File: src/rtl/csel_adder_pkg.sv
// Shared defaults and helpers for the pipelined carry-select adder.
package csel_adder_pkg;

  localparam int DEF_WIDTH  = 32;
  localparam int DEF_BLOCK  = 4;
  localparam int DEF_STAGES = 2;

  function automatic int slice_width(input int width, input int stages);
    return width / stages;
  endfunction

endpackage

File: src/rtl/pipelined_csel_adder_if.sv
// Valid/ready operand and result bus of the pipelined carry-select adder.
// The overflow signal exists only when CSEL_OVERFLOW_EN is defined.
interface pipelined_csel_adder_if
  import csel_adder_pkg::*;
#(
  parameter int WIDTH = DEF_WIDTH
);

  logic             in_valid;
  logic             in_ready;
  logic [WIDTH-1:0] a;
  logic [WIDTH-1:0] b;
  logic             cin;
  logic             out_valid;
  logic             out_ready;
  logic [WIDTH-1:0] sum;
  logic             cout;
`ifdef CSEL_OVERFLOW_EN
  logic             overflow;

  modport slave (
    input  in_valid, a, b, cin, out_ready,
    output in_ready, out_valid, sum, cout, overflow
  );

  modport master (
    output in_valid, a, b, cin, out_ready,
    input  in_ready, out_valid, sum, cout, overflow
  );
`else
  modport slave (
    input  in_valid, a, b, cin, out_ready,
    output in_ready, out_valid, sum, cout
  );

  modport master (
    output in_valid, a, b, cin, out_ready,
    input  in_ready, out_valid, sum, cout
  );
`endif

endinterface

File: src/rtl/csel_block.sv
// One carry-select block: both carry-in cases are summed in parallel and the
// real block carry picks the result.
module csel_block
  import csel_adder_pkg::*;
#(
  parameter int BLOCK = DEF_BLOCK
) (
  input  logic [BLOCK-1:0] a,
  input  logic [BLOCK-1:0] b,
  input  logic             cin,
  output logic [BLOCK-1:0] sum,
  output logic             cout
);

  logic [BLOCK:0] res_c0;
  logic [BLOCK:0] res_c1;

  assign res_c0 = {1'b0, a} + {1'b0, b};
  assign res_c1 = {1'b0, a} + {1'b0, b} + {{BLOCK{1'b0}}, 1'b1};

  assign {cout, sum} = cin ? res_c1 : res_c0;

endmodule

File: src/rtl/pipelined_csel_adder.sv
// Pipelined carry-select adder: each stage adds one WIDTH/STAGES-bit slice and
// the whole pipe advances together. Signed overflow output under CSEL_OVERFLOW_EN.
module pipelined_csel_adder
  import csel_adder_pkg::*;
#(
  parameter int WIDTH  = DEF_WIDTH,
  parameter int BLOCK  = DEF_BLOCK,
  parameter int STAGES = DEF_STAGES
) (
  input logic                   clk,
  input logic                   rst,
  pipelined_csel_adder_if.slave bus
);

  localparam int SW = slice_width(WIDTH, STAGES);
  localparam int NB = SW / BLOCK;

  if ((WIDTH % (STAGES * BLOCK)) != 0) begin : g_bad_cfg
    $error("pipelined_csel_adder: WIDTH must be a multiple of STAGES*BLOCK");
  end

  logic adv;
  logic out_valid;

  // The pipe only stalls when a finished result is being refused downstream.
  assign adv          = bus.out_ready | ~out_valid;
  assign bus.in_ready = adv;
  assign bus.out_valid = out_valid;

  for (genvar k = 0; k < STAGES; k++) begin : g_stage
    localparam int LO = k * SW;
    localparam int HI = LO + SW;

    logic             v_i;
    logic             c_i;
    logic [WIDTH-1:LO] a_i;
    logic [WIDTH-1:LO] b_i;
    logic [SW-1:0]    slice_sum;
    logic             slice_co;
    logic [HI-1:0]    sum_new;

    logic             valid_q, valid_d;
    logic             carry_q, carry_d;
    logic [HI-1:0]    sum_q, sum_d;

    if (k == 0) begin : g_src
      assign v_i     = bus.in_valid;
      assign c_i     = bus.cin;
      assign a_i     = bus.a;
      assign b_i     = bus.b;
      assign sum_new = slice_sum;
    end else begin : g_src
      assign v_i     = g_stage[k-1].valid_q;
      assign c_i     = g_stage[k-1].carry_q;
      assign a_i     = g_stage[k-1].g_fwd.a_q;
      assign b_i     = g_stage[k-1].g_fwd.b_q;
      assign sum_new = {slice_sum, g_stage[k-1].sum_q};
    end

    for (genvar j = 0; j < NB; j++) begin : g_blk
      logic ci;
      logic co;

      if (j == 0) begin : g_ci
        assign ci = c_i;
      end else begin : g_ci
        assign ci = g_blk[j-1].co;
      end

      csel_block #(.BLOCK(BLOCK)) u_blk (
        .a    (a_i[LO + j*BLOCK +: BLOCK]),
        .b    (b_i[LO + j*BLOCK +: BLOCK]),
        .cin  (ci),
        .sum  (slice_sum[j*BLOCK +: BLOCK]),
        .cout (co)
      );
    end

    assign slice_co = g_blk[NB-1].co;

    always_comb begin
      valid_d = valid_q;
      carry_d = carry_q;
      sum_d   = sum_q;
      if (adv) begin
        valid_d = v_i;
        carry_d = slice_co;
        sum_d   = sum_new;
      end
    end

    always_ff @(posedge clk or posedge rst) begin
      if (rst) begin
        valid_q <= 1'b0;
        carry_q <= 1'b0;
        sum_q   <= '0;
      end else begin
        valid_q <= valid_d;
        carry_q <= carry_d;
        sum_q   <= sum_d;
      end
    end

    if (k < STAGES - 1) begin : g_fwd
      // Operand bits still waiting for a later slice.
      logic [WIDTH-1:HI] a_q, a_d;
      logic [WIDTH-1:HI] b_q, b_d;

      always_comb begin
        a_d = a_q;
        b_d = b_q;
        if (adv) begin
          a_d = a_i[WIDTH-1:HI];
          b_d = b_i[WIDTH-1:HI];
        end
      end

      always_ff @(posedge clk or posedge rst) begin
        if (rst) begin
          a_q <= '0;
          b_q <= '0;
        end else begin
          a_q <= a_d;
          b_q <= b_d;
        end
      end
    end else begin : g_out
      assign out_valid = valid_q;
      assign bus.sum   = sum_q;
      assign bus.cout  = carry_q;

`ifdef CSEL_OVERFLOW_EN
      logic ovf_q, ovf_d;

      // Carry into the MSB is recovered as a ^ b ^ sum at that bit.
      always_comb begin
        ovf_d = ovf_q;
        if (adv) begin
          ovf_d = a_i[WIDTH-1] ^ b_i[WIDTH-1] ^ slice_sum[SW-1] ^ slice_co;
        end
      end

      always_ff @(posedge clk or posedge rst) begin
        if (rst) begin
          ovf_q <= 1'b0;
        end else begin
          ovf_q <= ovf_d;
        end
      end

      assign bus.overflow = ovf_q;
`endif
    end
  end

endmodule
File: src/flat_wrapper.sv
// flat-port wrapper written by rule: the top's interface ports become plain ports
module pipelined_csel_adder_flat import csel_adder_pkg::*;
#(
  parameter int WIDTH  = DEF_WIDTH,
  parameter int BLOCK  = DEF_BLOCK,
  parameter int STAGES = DEF_STAGES
)
  (clk, rst, bus_in_valid, bus_a, bus_b, bus_cin, bus_out_ready, bus_in_ready, bus_out_valid, bus_sum, bus_cout);
  pipelined_csel_adder_if #(.WIDTH(WIDTH)) bus_i ();
  input logic clk;
  input logic rst;
  input wire logic [$bits(bus_i.in_valid)-1:0] bus_in_valid;
  input wire logic [$bits(bus_i.a)-1:0] bus_a;
  input wire logic [$bits(bus_i.b)-1:0] bus_b;
  input wire logic [$bits(bus_i.cin)-1:0] bus_cin;
  input wire logic [$bits(bus_i.out_ready)-1:0] bus_out_ready;
  output wire logic [$bits(bus_i.in_ready)-1:0] bus_in_ready;
  output wire logic [$bits(bus_i.out_valid)-1:0] bus_out_valid;
  output wire logic [$bits(bus_i.sum)-1:0] bus_sum;
  output wire logic [$bits(bus_i.cout)-1:0] bus_cout;
  assign bus_i.in_valid = bus_in_valid;
  assign bus_i.a = bus_a;
  assign bus_i.b = bus_b;
  assign bus_i.cin = bus_cin;
  assign bus_i.out_ready = bus_out_ready;
  assign bus_in_ready = bus_i.in_ready;
  assign bus_out_valid = bus_i.out_valid;
  assign bus_sum = bus_i.sum;
  assign bus_cout = bus_i.cout;
  pipelined_csel_adder #(.WIDTH(WIDTH), .BLOCK(BLOCK), .STAGES(STAGES)) u_core (.clk(clk), .rst(rst), .bus(bus_i));
endmodule
File: config.mk
export PLATFORM = sky130hd
export DESIGN_NAME = pipelined_csel_adder_flat
export DESIGN_NICKNAME = d
export VERILOG_FILES = /design/src/rtl/csel_adder_pkg.sv /design/src/rtl/pipelined_csel_adder_if.sv /design/src/rtl/csel_block.sv /design/src/rtl/pipelined_csel_adder.sv /design/src/flat_wrapper.sv
export SDC_FILE = /design/constraint.sdc
export NUM_CORES = 1
export LEC_CHECK = 0
export ABC_AREA = 1
export BUFFER_PORTS_ARGS = -buffer_cell sky130_fd_sc_hd__buf_2
export CAP_MARGIN = 30
export CORE_UTILIZATION = 49
export CTS_CLUSTER_SIZE = 28
export DETAILED_ROUTE_END_ITERATION = 8
export PLACE_DENSITY = 0.75
export SLEW_MARGIN = 20
export SYNTH_ARGS = -nofsm -noshare
export SYNTH_HDL_FRONTEND = slang
export SYNTH_SLANG_ARGS = --single-unit
File: constraint.sdc
create_clock -name clk -period 2.8 [get_ports clk]
set_input_delay 0.14 -clock clk [delete_from_list [all_inputs] [get_ports clk]]
set_output_delay 0.14 -clock clk [all_outputs]
set_load 0.02 [all_outputs]
### After elaboration in Yosys (flattened, before gate mapping)

Cells that the tools add are included.

| storage, ports and cells | value |
|---|---|
| latch bits | 0 |
| logic and storage cells | 34 |
| memories | 0 |
| bits in writable memories | 0 |
| memory bits (read-only) | 0 |
| flip-flop bits (word level) | 84 |

| operators by class | value |
|---|---|
| reduce and logical (&&, ||, !) cells | 0 |
| multipliers | 0 |
| shifts and indexed selects | 0 |
| bitwise gates (word level) | 2 |
| add/sub/neg operators | 16 |
| $lt $le $gt $ge | 0 |
| divide/modulo/power cells | 0 |
| mux-type cells | 8 |
| equal/unequal tests | 0 |

Operator list:

| operator | count |
|---|---|
| $add 4x4->5 | 8 |
| $add 5x1->5 const B | 8 |
| $mux 5 | 8 |
| $not 1->1 | 1 |
| $or 1x1->1 | 1 |

### Depth between registers and ports, before layout

Gate-level depths: netlist of the first run.

| logic depth | value |
|---|---|
| depth in word-level cells | 6 |
| mapped depth | 17 |

### Hierarchy

Synthesis of the first run repeated with hierarchy kept, for this count alone.

| second synthesis, totals | value |
|---|---|
| cell total of the unflattened synthesis | 761 |
| area total of the unflattened synthesis | 5,571.6 µm² |

By module, submodules not included:

| module | times used | sequential area each (µm²) | area an instance (µm²) | cells each |
|---|---|---|---|---|
| pipelined_csel_adder | 1 | 2,102.0 | 3,311.9 | 365 |
| csel_block (u_core.g_stage[0].g_blk[1].u_blk ...) | 5 | 0.0 | 292.8 | 51 |
| csel_block (u_core.g_stage[0].g_blk[0].u_blk ...) | 3 | 0.0 | 265.3 | 47 |

### Worst setup path before layout of the first run

OpenSTA, ideal clock, no wires.

| path | value |
|---|---|
| path type | register to register |
| from | register u_core.g_stage[0].g_fwd.a_q[16] (netlist bit) |
| to | register u_core.g_stage[1].sum_q[30] (netlist: u_core.bus.sum[30]) |
| library setup time | 117 ps |
| stages on the path, launching flop included | 15 |
| setup slack | 449 ps |
| period minus slack after synthesis | 2,351 ps |
| data arrival time | 2,234 ps |
| cells stage by stage | dfrtp_1 -> ha_1 -> fa_1 -> ha_1 -> nand2_1 -> nor2_2 -> nand4_2 -> nand2_4 -> nand2_8 -> nand2_8 -> nand2_8 -> nand2_4 -> nand2_1 -> nand3_1 -> nand2_1 |

| on the way | value |
|---|---|
| word-level cells in the longest chain between the ends | 6 |

RTL lines:

| what | RTL line | text |
|---|---|---|
| start: declaration | pipelined_csel_adder.sv:106 | `logic [WIDTH-1:HI] a_q, a_d;` |
| start signal: assignment | pipelined_csel_adder.sv:120 | `a_q <= '0;` |
| start signal: assignment | pipelined_csel_adder.sv:123 | `a_q <= a_d;` |
| $add 4x4->5 (*) | csel_block.sv:18, csel_block.sv:19 |  |
| $add 5x1->5 | csel_block.sv:19 | `assign res_c1 = {1'b0, a} + {1'b0, b} + {{BLOCK{1'b0}}, 1'b1};` |
| $mux 5 (*) (4 in a row) | csel_block.sv:21 | `assign {cout, sum} = cin ? res_c1 : res_c0;` |
| end signal: assignment | pipelined_csel_adder.sv:100 | `sum_q <= sum_d;` |
| end: declaration | pipelined_csel_adder.sv:44 | `logic [HI-1:0] sum_q, sum_d;` |

Mark *: on every way between the ends. The rest lies on a longest branch, timed or not.
A chain may end at the register's enable or synchronous reset.

### Final worst setup path of the first run

| path | value |
|---|---|
| from | register u_core.g_stage[0].g_fwd.a_q[16] (netlist bit) |
| to | register u_core.g_stage[1].sum_q[31] (netlist: u_core.bus.sum[31]) |

Same word-level chain as after synthesis.

==> flow_metrics.tcl, run 1 <==
set metrics [dict create \
    syn-num-nets 755 \
    slowest_delay_ns 0.53 \
    clk_pin_slew_ns 0.08 \
    slowest_stage "fa_1" \
    finalSetupTns_ns 0 \
    synth_edf_count 0 \
    grt_usage_pct 21.0 \
    post-cts-setup-buffers 0 \
    drc 0 \
    cts_resized 0 \
    dp_slack_ns 0.274 \
    drt_first_pass_iters 4 \
    outcome "complete, no violations" \
    syn2layout_area_growth_pct 22.0 \
    grt_pass1_vias 4439 \
    layout.nets 883 \
    n_antenna_cell 0 \
    yosys-top-cells-count "232 x nand2_1, 84 x dfrtp_1, 65 x inv_1" \
    yosysUniqueCellTypes 35 \
    synth_most_common_cell "nand2_1" \
    cts_buffers 9 \
    fin_skew_ns 0.0160 \
    portBuffers 103 \
    finalHoldViolations 0 \
    htreeDepth 3 \
    dpl.hpwl_microns 8000 \
    finalMaxSlewViolations 0 \
    nFillCells 891 \
    overflow 0 \
    coreArea_sq_mm 0.0103 \
    ys_async_sr_fraction_pct 100 \
    drive_above_1_share_pct 18.7 \
    crit_required_ns 3.04 \
    ys_seq_area_share_pct 40.7 \
    hold_path_class "primary input to flop" \
    num_vias 4470 \
    cp-start-kind "flop" \
    cp_cell_sequence "ha_1 > fa_1 > ha_1 > nand2_1 > nor2_2 > nand3_1 > o21ai_4 > nand2_4 > nand2_8 > nand3_4 > nand2_4 > nand2_1 > nand3_1 > nand2_1" \
    die_area_sq_mm 0.0109 \
    clock-sinks 84 \
    setup_viol 0 \
    die_h_microns 105 \
    period_share_pct 91.6 \
    tightest_slew_ns 0.759 \
    setup_ws_ns 0.234 \
    grt_pass1_wl_microns 19000 \
    ys_ff_latch 84 \
    final_util_pct 61.3 \
    die_w_microns 105 \
    finalWirelength_microns 11000 \
    grt_max_degree 82 \
    synth_warnings 0 \
    drv_cap 0 \
    initial_core_util_pct 50.2 \
    drt_iter0_markers 183 \
    cts_tree "done" \
    arrival_ns 2.81 \
    yosysTopAreaCellShare_pct 40.7 \
    period_minus_slack_ns 2.57 \
    yosys-top-cells-area "dfrtp_1 41%, nand2_1 17%, ha_1 9.7%" \
    clock_latency_ns 0.35 \
    power.density_mw_per_mm2 732 \
    yosys_most_used_dff "dfrtp_1" \
    ctsLongestPathBuffers 2 \
    critPathKind "flop to flop" \
    path_max_fanout 6 \
    yosys.area.top_type "dfrtp_1" \
    antenna_found_initial 0 \
    rows 37 \
    synth_area_per_cell_sq_um 8.09 \
    peakVddDrop_mv 0.366 \
    slew_headroom_pct 49.4 \
    crit_path_end_kind "flop" \
    cts_root_buffer "clkbuf_8" \
    synth_cells 638 \
    critPathMostFrequentCell "nand2_1" \
    viasPerCell 4.93 \
    ios 104 \
    rsz0062_at_grt "no" \
    ant_nets 0 \
    post_drt_wl_per_cell_microns 12.1 \
    max_freq_mhz 390 \
    netlist_area_sq_mm 0.00516 \
    gp_congestion 0.804 \
    cts-hold-fix-buffers 26 \
    leakagePower_uw 0.00340 \
]
placed cells by master, fill, tap and decap left out, types with 2 or more instances in the layout:
master and instances:
nand2_1 232, buf_2 103, dfrtp_1 84, inv_1 64, nand3_1 52, ha_1 40
dlygate4sd3_1 26, o21ai_0 23, nor2_1 19, xor2_1 18, a21oi_1 17, xnor2_1 12
clkbuf_8 10, fa_1 8, nor3_1 5, nand4_1 5, a31oi_1 5, nand2_2 4
nand2_4 4, o21ai_1 4, nand3b_1 3, nand2_8 3, buf_4 3, inv_2 2
nor2_2 2, o31ai_1 2, o21bai_1 2, clkinv_2 2, nand3_4 2, clkinvlp_4 2
buf_12 2
power by group:
part / internal [uW] / switching, uW
clock: 431 / 429
sequential: 1540 / 202
combinational: 744 / 1260
total: 2720 / 1890
cells by family (layout without fill, tap and decap cells):
| family | count (synthesis) | count (layout) | synth area share, % |
|---|---|---|---|
| compound gates | 56 | 56 | 6.04 |
| buf+inv | 84 | 216 | 6.26 |
| flops | 84 | 84 | 40.7 |
| simple gates | 336 | 336 | 29.1 |
| xor+xnor | 30 | 30 | 5.09 |
| fa+ha+maj | 48 | 48 | 12.8 |
through the flow:
step | instances | total power (uW) | hold slack [ns] | cell area, sq um
after global routing | 906 | 4940 | 0.0165 | 6300
after CTS | 905 | 4630 | 0.00225 | 6280
after floorplan | 638 | 3170 | 0.250 | 5160
final | 906 | 4610 | 0.0153 | 6300
after global placement | 864 | 3660 | 0.322 | 5820
after detailed placement | 864 | 3730 | 0.327 | 5820
sequential cells by signal, indices dropped and copies added, names as in the netlist:
name and flops:
u_core.bus.sum 32, u_core.g_stage.carry_q 1, u_core.bus.out_valid 1, u_core.g_stage.sum_q 16, u_core.g_stage.g_fwd.b_q 16, u_core.g_stage.valid_q 1, u_core.g_stage.g_fwd.a_q 16, u_core.bus.cout 1
cell type report:
class | instances | area [sq um] | area share [%]
timing repair buffer | 134 | 838 | 13.3
multi-input combinational | 470 | 2740 | 43.5
sequential | 84 | 2100 | 33.4
clock inverter | 4 | 50.0 | 0.795
clock buffer | 11 | 141 | 2.25
inverter | 67 | 253 | 4.01
tap | 136 | 170 | 2.70
critical path, delay by kind of cell (launching register included):
| family | cells | cell delay [ns] |
|---|---|---|
| AO/OA/AOI/OAI | 1 | 0.12 |
| adder cells (fa/ha/maj) | 3 | 0.91 |
| flip-flops | 1 | 0.39 |
| AND/OR/NAND/NOR | 10 | 1.03 |
worst paths after layout:
path                                                             start  slack (ns)                                     endpoint  cells past startpoint
max reg2reg                u_core.g_stage[0].g_fwd.a_q[16]$_DFFE_PP0P_        0.23               u_core.bus.sum[31]$_DFFE_PP0P_                     14
max in group asynchronous                                          rst        1.66       u_core.g_stage[0].sum_q[9]$_DFFE_PP0P_                      5
max                        u_core.g_stage[0].g_fwd.a_q[16]$_DFFE_PP0P_        0.23               u_core.bus.sum[31]$_DFFE_PP0P_                     14
min in group asynchronous                                          rst        0.25  u_core.g_stage[0].g_fwd.b_q[29]$_DFFE_PP0P_                      3
min reg2reg                      u_core.g_stage[0].valid_q$_DFFE_PP0P_        0.46             u_core.bus.out_valid$_DFFE_PP0P_                      2
min                                                          bus_a[29]        0.02  u_core.g_stage[0].g_fwd.a_q[29]$_DFFE_PP0P_                      3
metal layers:
layer  vias to the layer above  global-route usage (%)  wire length [microns]  share of wire [%]
li1                       2287                       -                      -                  -
met1                      2083                    25.9                   4980                 45
met2                        88                    38.0                   5530                 50
met3                        12                    2.87                    360                3.3
met4                         0                    6.74                    127                1.2
met5                         -                       0                      0                  0
No activity file was read; power rests on OpenSTA's default activity.
==> run 2: changes to the inputs <==
==> constraint.sdc (replaced) <==
create_clock -name clk -period 2.8 [get_ports clk]
set_input_delay 0.28 -clock clk [delete_from_list [all_inputs] [get_ports clk]]
set_output_delay 0.28 -clock clk [all_outputs]
set_load 0.02 [all_outputs]
==> flow_metrics.tcl, run 2 (synthesized netlist as in run 1, its figures left out) <==
set metrics [dict create \
    htreeDepth 3 \
    clk_pin_slew_ns 0.09 \
    overflow 0 \
    fin_skew_ns 0.00938 \
    leakagePower_uw 0.00332 \
    ant_nets 0 \
    ctsLongestPathBuffers 2 \
    grt_usage_pct 20.9 \
    crit_cells 14 \
    grt_pass1_vias 4290 \
    met3_usage_pct 4.05 \
    finalSetupTns_ns 0 \
    slowest_delay_ns 0.54 \
    dp_cells 864 \
    cts_tree "done" \
    antenna_found_initial 0 \
    n_antenna_cell 0 \
    period_share_pct 91.0 \
    post-cts-setup-buffers 0 \
    hold_path_class "primary input to asynchronous set/reset pin" \
    period_minus_slack_ns 2.55 \
    finalMaxSlewViolations 0 \
    crit_path_end_kind "flop" \
    holdWs_ns 0.0110 \
    gp_congestion 0.820 \
    cp_cell_sequence "ha_1 > fa_1 > ha_1 > nand2_1 > nor2_2 > nand4_2 > nand2_4 > nand2_8 > nand2_8 > nand2_8 > nand2_4 > nand2_1 > nand3_1 > nand2_1" \
    crit_required_ns 3.04 \
    setup_ws_ns 0.253 \
    rsz0062_at_grt "no" \
    largest_register_ffs 32 \
    power.total_uw 4750 \
    clock_latency_ns 0.35 \
    power.density_mw_per_mm2 781 \
    critPathKind "flop to flop" \
    initial_core_util_pct 50.2 \
    viasPerCell 4.90 \
    drive_above_1_share_pct 19.4 \
    cts-hold-fix-buffers 0 \
    setup_viol 0 \
    rows 37 \
    grt_pass1_wl_microns 18700 \
    drt_iter0_markers 218 \
    peakVddDrop_mv 0.369 \
    die_h_microns 105 \
    path_max_fanout 6 \
    post_drt_wl_per_cell_microns 11.9 \
    portBuffers 103 \
    drt_first_pass_iters 4 \
    die_area_sq_mm 0.0109 \
    path_buf_inv 0 \
    layout.nets 856 \
    cts_buffers 9 \
    final_common_cell "nand2_1" \
    cts_root_buffer "clkbuf_8" \
    critical-path-top-delay-family "simple AND/OR/NAND/NOR gates" \
    rr_worst_depth 14 \
    met1_usage_pct 26.7 \
    drv_cap 0 \
    finalWirelength_microns 10400 \
    gr-max-usage-layer "met2" \
    clock-sinks 84 \
    dpl.hpwl_microns 7840 \
    nFillCells 956 \
    ios 104 \
    cts_resized 0 \
    r2r_slack_ns 0.25 \
    fin_cells 880 \
    arrival_ns 2.79 \
    num_vias 4311 \
    coreArea_sq_mm 0.0103 \
    slew_headroom_pct 49.4 \
    syn2layout_area_growth_pct 17.7 \
    cp-start-kind "flop" \
    dp_slack_ns 0.293 \
    max_freq_mhz 393 \
    drc 0 \
    tightest_slew_ns 0.759 \
    grt_max_degree 82 \
    use_met2_pct 36.7 \
    slowest_stage "fa_1" \
    die_w_microns 105 \
    outcome "complete, no violations" \
    finalHoldViolations 0 \
    final_cell_mix "232 x nand2_1, 103 x buf_2, 84 x dfrtp_1" \
]
## run 2: stage by stage
stage                     utilization [%]  instance area (sq um)
after global placement               56.7                   5820
after floorplan                         -                   5160
after CTS                            59.1                   6070
after global routing                 59.1                   6070
final                                59.1                   6070
after detailed placement             56.7                   5820
## run 2: worst paths after layout
| path | startpoint | endpoint |
|---|---|---|
| min in group clk | bus_a[17] | u_core.g_stage[0].g_fwd.a_q[17]$_DFFE_PP0P_ |
| max reg2reg | u_core.g_stage[0].g_fwd.a_q[16]$_DFFE_PP0P_ | u_core.bus.sum[31]$_DFFE_PP0P_ |
| min reg2reg | u_core.g_stage[0].valid_q$_DFFE_PP0P_ | u_core.bus.out_valid$_DFFE_PP0P_ |
| max | u_core.g_stage[0].g_fwd.a_q[16]$_DFFE_PP0P_ | u_core.bus.sum[31]$_DFFE_PP0P_ |
| min | rst | u_core.bus.sum[13]$_DFFE_PP0P_ |
| max in group asynchronous | rst | u_core.bus.sum[23]$_DFFE_PP0P_ |
## run 2: area by class of cell
| class | instances | area, sq um | share of cell area, % |
|---|---|---|---|
| timing repair buffer | 107 | 558 | 9.19 |
| inverter | 67 | 253 | 4.16 |
| multi-input combinational | 470 | 2740 | 45.1 |
| sequential | 84 | 2100 | 34.6 |
| clock inverter | 5 | 108 | 1.77 |
| tap | 136 | 170 | 2.80 |
| clock buffer | 11 | 141 | 2.33 |
## run 2: metal layers
| metal | part of all wire [%] | vias up |
|---|---|---|
| met2 | 48 | 96 |
| met3 | 4.3 | 5 |
| met5 | 0 | - |
| met4 | 0.81 | 0 |
| li1 | - | 2230 |
| met1 | 46 | 1980 |
## run 2: report_power, final
| part | total, uW | switching (uW) | internal, uW |
|---|---|---|---|
| sequential | 1750 | 204 | 1540 |
| combinational | 1950 | 1230 | 717 |
| clock | 1050 | 431 | 622 |
| total | 4750 | 1870 | 2880 |
==> run 3: changes to the inputs <==
--- a/config.mk
+++ b/config.mk
@@ -15,4 +15,5 @@
 export SLEW_MARGIN = 20
 export SYNTH_ARGS = -nofsm -noshare
 export SYNTH_HDL_FRONTEND = slang
+export SYNTH_HIERARCHICAL = 1
 export SYNTH_SLANG_ARGS = --single-unit
==> flow_metrics.tcl, run 3 <==
set metrics [dict create \
    cts_tree "done" \
    cp_cell_sequence "ha_2 > inv_2 > fa_1 > inv_1 > ha_2 > nand2_2 > nor2_2 > nand4_1 > nand2_2 > nand2_2 > nor2_4 > nand3_2 > nand2_2 > nand2_2 > nor2_4 > nand3_2 > nand2_2 > nand2_2 > nor2_4 > nand3_2 > nand2_1 > nand2_1 > nand2_1 > nand2_1" \
    n_antenna_cell 0 \
    gp_congestion 0.820 \
    syn-num-nets 878 \
    ys_async_sr_fraction_pct 100 \
    pwr-share-comb_pct 40.6 \
    setup_ws_ns -0.196 \
    peakVddDrop_mv 0.429 \
    synth_warnings 6 \
    drv_cap 0 \
    dp_slack_ns -0.265 \
    drt_iter0_markers 219 \
    yosys-top-cells-area "dfrtp_1 38%, nand2_1 18%, nand3_1 12%" \
    dp_cells 997 \
    hold_path_class "primary input to asynchronous set/reset pin" \
    max_freq_mhz 334 \
    ys_seq_area_share_pct 37.7 \
    ant_nets 0 \
    viasPerCell 4.91 \
    antenna_found_initial 0 \
    critPathKind "flop to flop" \
    period_share_pct 107 \
    final_common_cell "nand2_1" \
    clock-sinks 84 \
    synth_mux_area_share_pct 0 \
    synthSimpleGateAreaFrac_pct 37.3 \
    synth_most_common_cell "nand2_1" \
    outcome "finished, violations left" \
    crit_required_ns 3.02 \
    cts_root_buffer "clkbuf_16" \
    path_max_fanout 3 \
    critPathMostFrequentCell "nand2_2" \
    htreeDepth 3 \
    drt_first_pass_iters 5 \
    die_w_microns 109 \
    coreArea_sq_mm 0.0109 \
    r2r_slack_ns -0.20 \
    dpl.hpwl_microns 8160 \
    synth_area_per_cell_sq_um 7.32 \
    drt-met1-wl_microns 5390 \
    cts_buffers 9 \
    largest_register_ffs 32 \
    finalWirelength_microns 11700 \
    period_minus_slack_ns 3.00 \
    drc 0 \
    p_sw_share_pct 38.3 \
    syn2layout_area_growth_pct 21.9 \
    cts-hold-fix-buffers 0 \
    yosys.area.top_type "dfrtp_1" \
    crit_path_end_kind "flop" \
    clk_pin_slew_ns 0.06 \
    tightest_slew_ns 0.826 \
    num_vias 5020 \
    finalMaxSlewViolations 0 \
    yosys_most_used_dff "dfrtp_1" \
    grt_pass1_vias 4700 \
    slew_headroom_pct 45.0 \
    final_cell_mix "248 x nand2_1, 128 x nand3_1, 101 x buf_2" \
    grt_max_degree 84 \
    p_clk_share_pct 23.8 \
    synth-xor-area-share_pct 1.73 \
    synth_top_family_by_area "simple AND/OR/NAND/NOR gates" \
    portBuffers 103 \
    violations "setup timing" \
    layout.nets 994 \
    yosysUniqueCellTypes 23 \
    slowest_delay_ns 0.43 \
    arrival_ns 3.22 \
    synth_compound_area_share_pct 2.56 \
    die_area_sq_mm 0.0118 \
    post_drt_wl_per_cell_microns 11.4 \
    synth_edf_count 0 \
    drive_above_1_share_pct 24.9 \
    synth_adder_area_share_pct 11.9 \
    intPower_uw 2940 \
    rows 38 \
    finalHoldViolations 0 \
    die_h_microns 109 \
    fin_cells 1022 \
    yosys-top-cells-count "270 x nand2_1, 138 x nand3_1, 86 x inv_1" \
    fin_skew_ns 0.00506 \
    initial_core_util_pct 50.9 \
    clock_latency_ns 0.33 \
    final_util_pct 62.1 \
    cp-start-kind "flop" \
    leakagePower_uw 0.00384 \
    overflow 0 \
    critical-path-top-delay-family "simple AND/OR/NAND/NOR gates" \
    ys_ff_latch 84 \
    wl_met3_microns 547 \
    netlist_area_sq_mm 0.00557 \
    setup_viol 5 \
    grt_usage_pct 21.0 \
    ios 104 \
    path_buf_inv 2 \
    power_switching_uw 1820 \
    p_seq_share_pct 35.7 \
    power.density_mw_per_mm2 701 \
    maxUsedRoutingLayer "met4" \
    slowest_stage "fa_1" \
    rsz0062_at_grt "yes" \
    grt_pass1_wl_microns 19800 \
    synth_cells 761 \
    ctsLongestPathBuffers 2 \
    yosysTopAreaCellShare_pct 37.7 \
    dr_wl_met2_microns 5620 \
]
-- run 3: per-layer routing --
metal  global-route usage (%)  vias to the layer above
met5                        0                        -
met4                     5.60                        0
met3                     4.48                       11
met2                     37.4                      100
met1                     25.7                     2274
li1                         -                     2635
-- run 3: cells by family after synthesis --
family / count (synthesis)
AO/OA/AOI/OAI: 26
XOR/XNOR: 11
adder cells (fa/ha/maj): 48
buffers and inverters: 118
flip-flops: 84
AND/OR/NAND/NOR: 474
-- run 3: path summary, 6_finish.rpt --
kind / start / to / depth (start not counted)
worst max-delay path: u_core/g_stage[0].g_fwd.a_q[16]$_DFFE_PP0P_ / u_core/bus.cout$_DFFE_PP0P_ / 24
worst min-delay path: rst / u_core/g_stage[0].g_fwd.b_q[19]$_DFFE_PP0P_ / 2
worst max register to register: u_core/g_stage[0].g_fwd.a_q[16]$_DFFE_PP0P_ / u_core/bus.cout$_DFFE_PP0P_ / 24
worst min register to register: u_core/g_stage[0].valid_q$_DFFE_PP0P_ / u_core/bus.out_valid$_DFFE_PP0P_ / 2
max in group asynchronous: rst / u_core/g_stage[0].g_fwd.a_q[23]$_DFFE_PP0P_ / 3
min in group clk: bus_a[28] / u_core/g_stage[0].g_fwd.a_q[28]$_DFFE_PP0P_ / 3
-- run 3: final cells by class --
class,count,area [sq um]
Fill cell,1011,4150
Multi-Input combinational cell,559,3130
Sequential cell,84,2100
Timing Repair Buffer,132,758
Inverter,91,343
Clock buffer,11,233
Tap cell,140,175
Clock inverter,5,52.6
-- run 3: timing repair --
action / in CTS / in global routing
setup endpoints to repair: 6 / 12
gates resized for setup: 6 / 21
cloned: 0 / 0
pin swaps: 13 / 39
buffers inserted: 5 / 5
-- run 3: metrics by stage --
stage	cell area [sq um]	total power (uW)	TNS (ns)	hold WS (ns)
finish	6790	4760	-0.815	0.0739
global route	6790	5150	-2.67	0.137
CTS	6670	4760	-0.454	0.0937
detailed placement	6340	3560	-1.70	0.442
global placement	6340	3520	-1.02	0.442
floorplan	5630	3040	-0.123	0.390
-- run 3: power groups by stage --
stage,registers [uW],clock network [uW],logic [uW]
after floorplan,1900,0,1150
after global placement,1710,0,1810
after detailed placement,1710,0,1850
after CTS,1700,1160,1890
after global routing,1740,1220,2190
final,1700,1130,1930
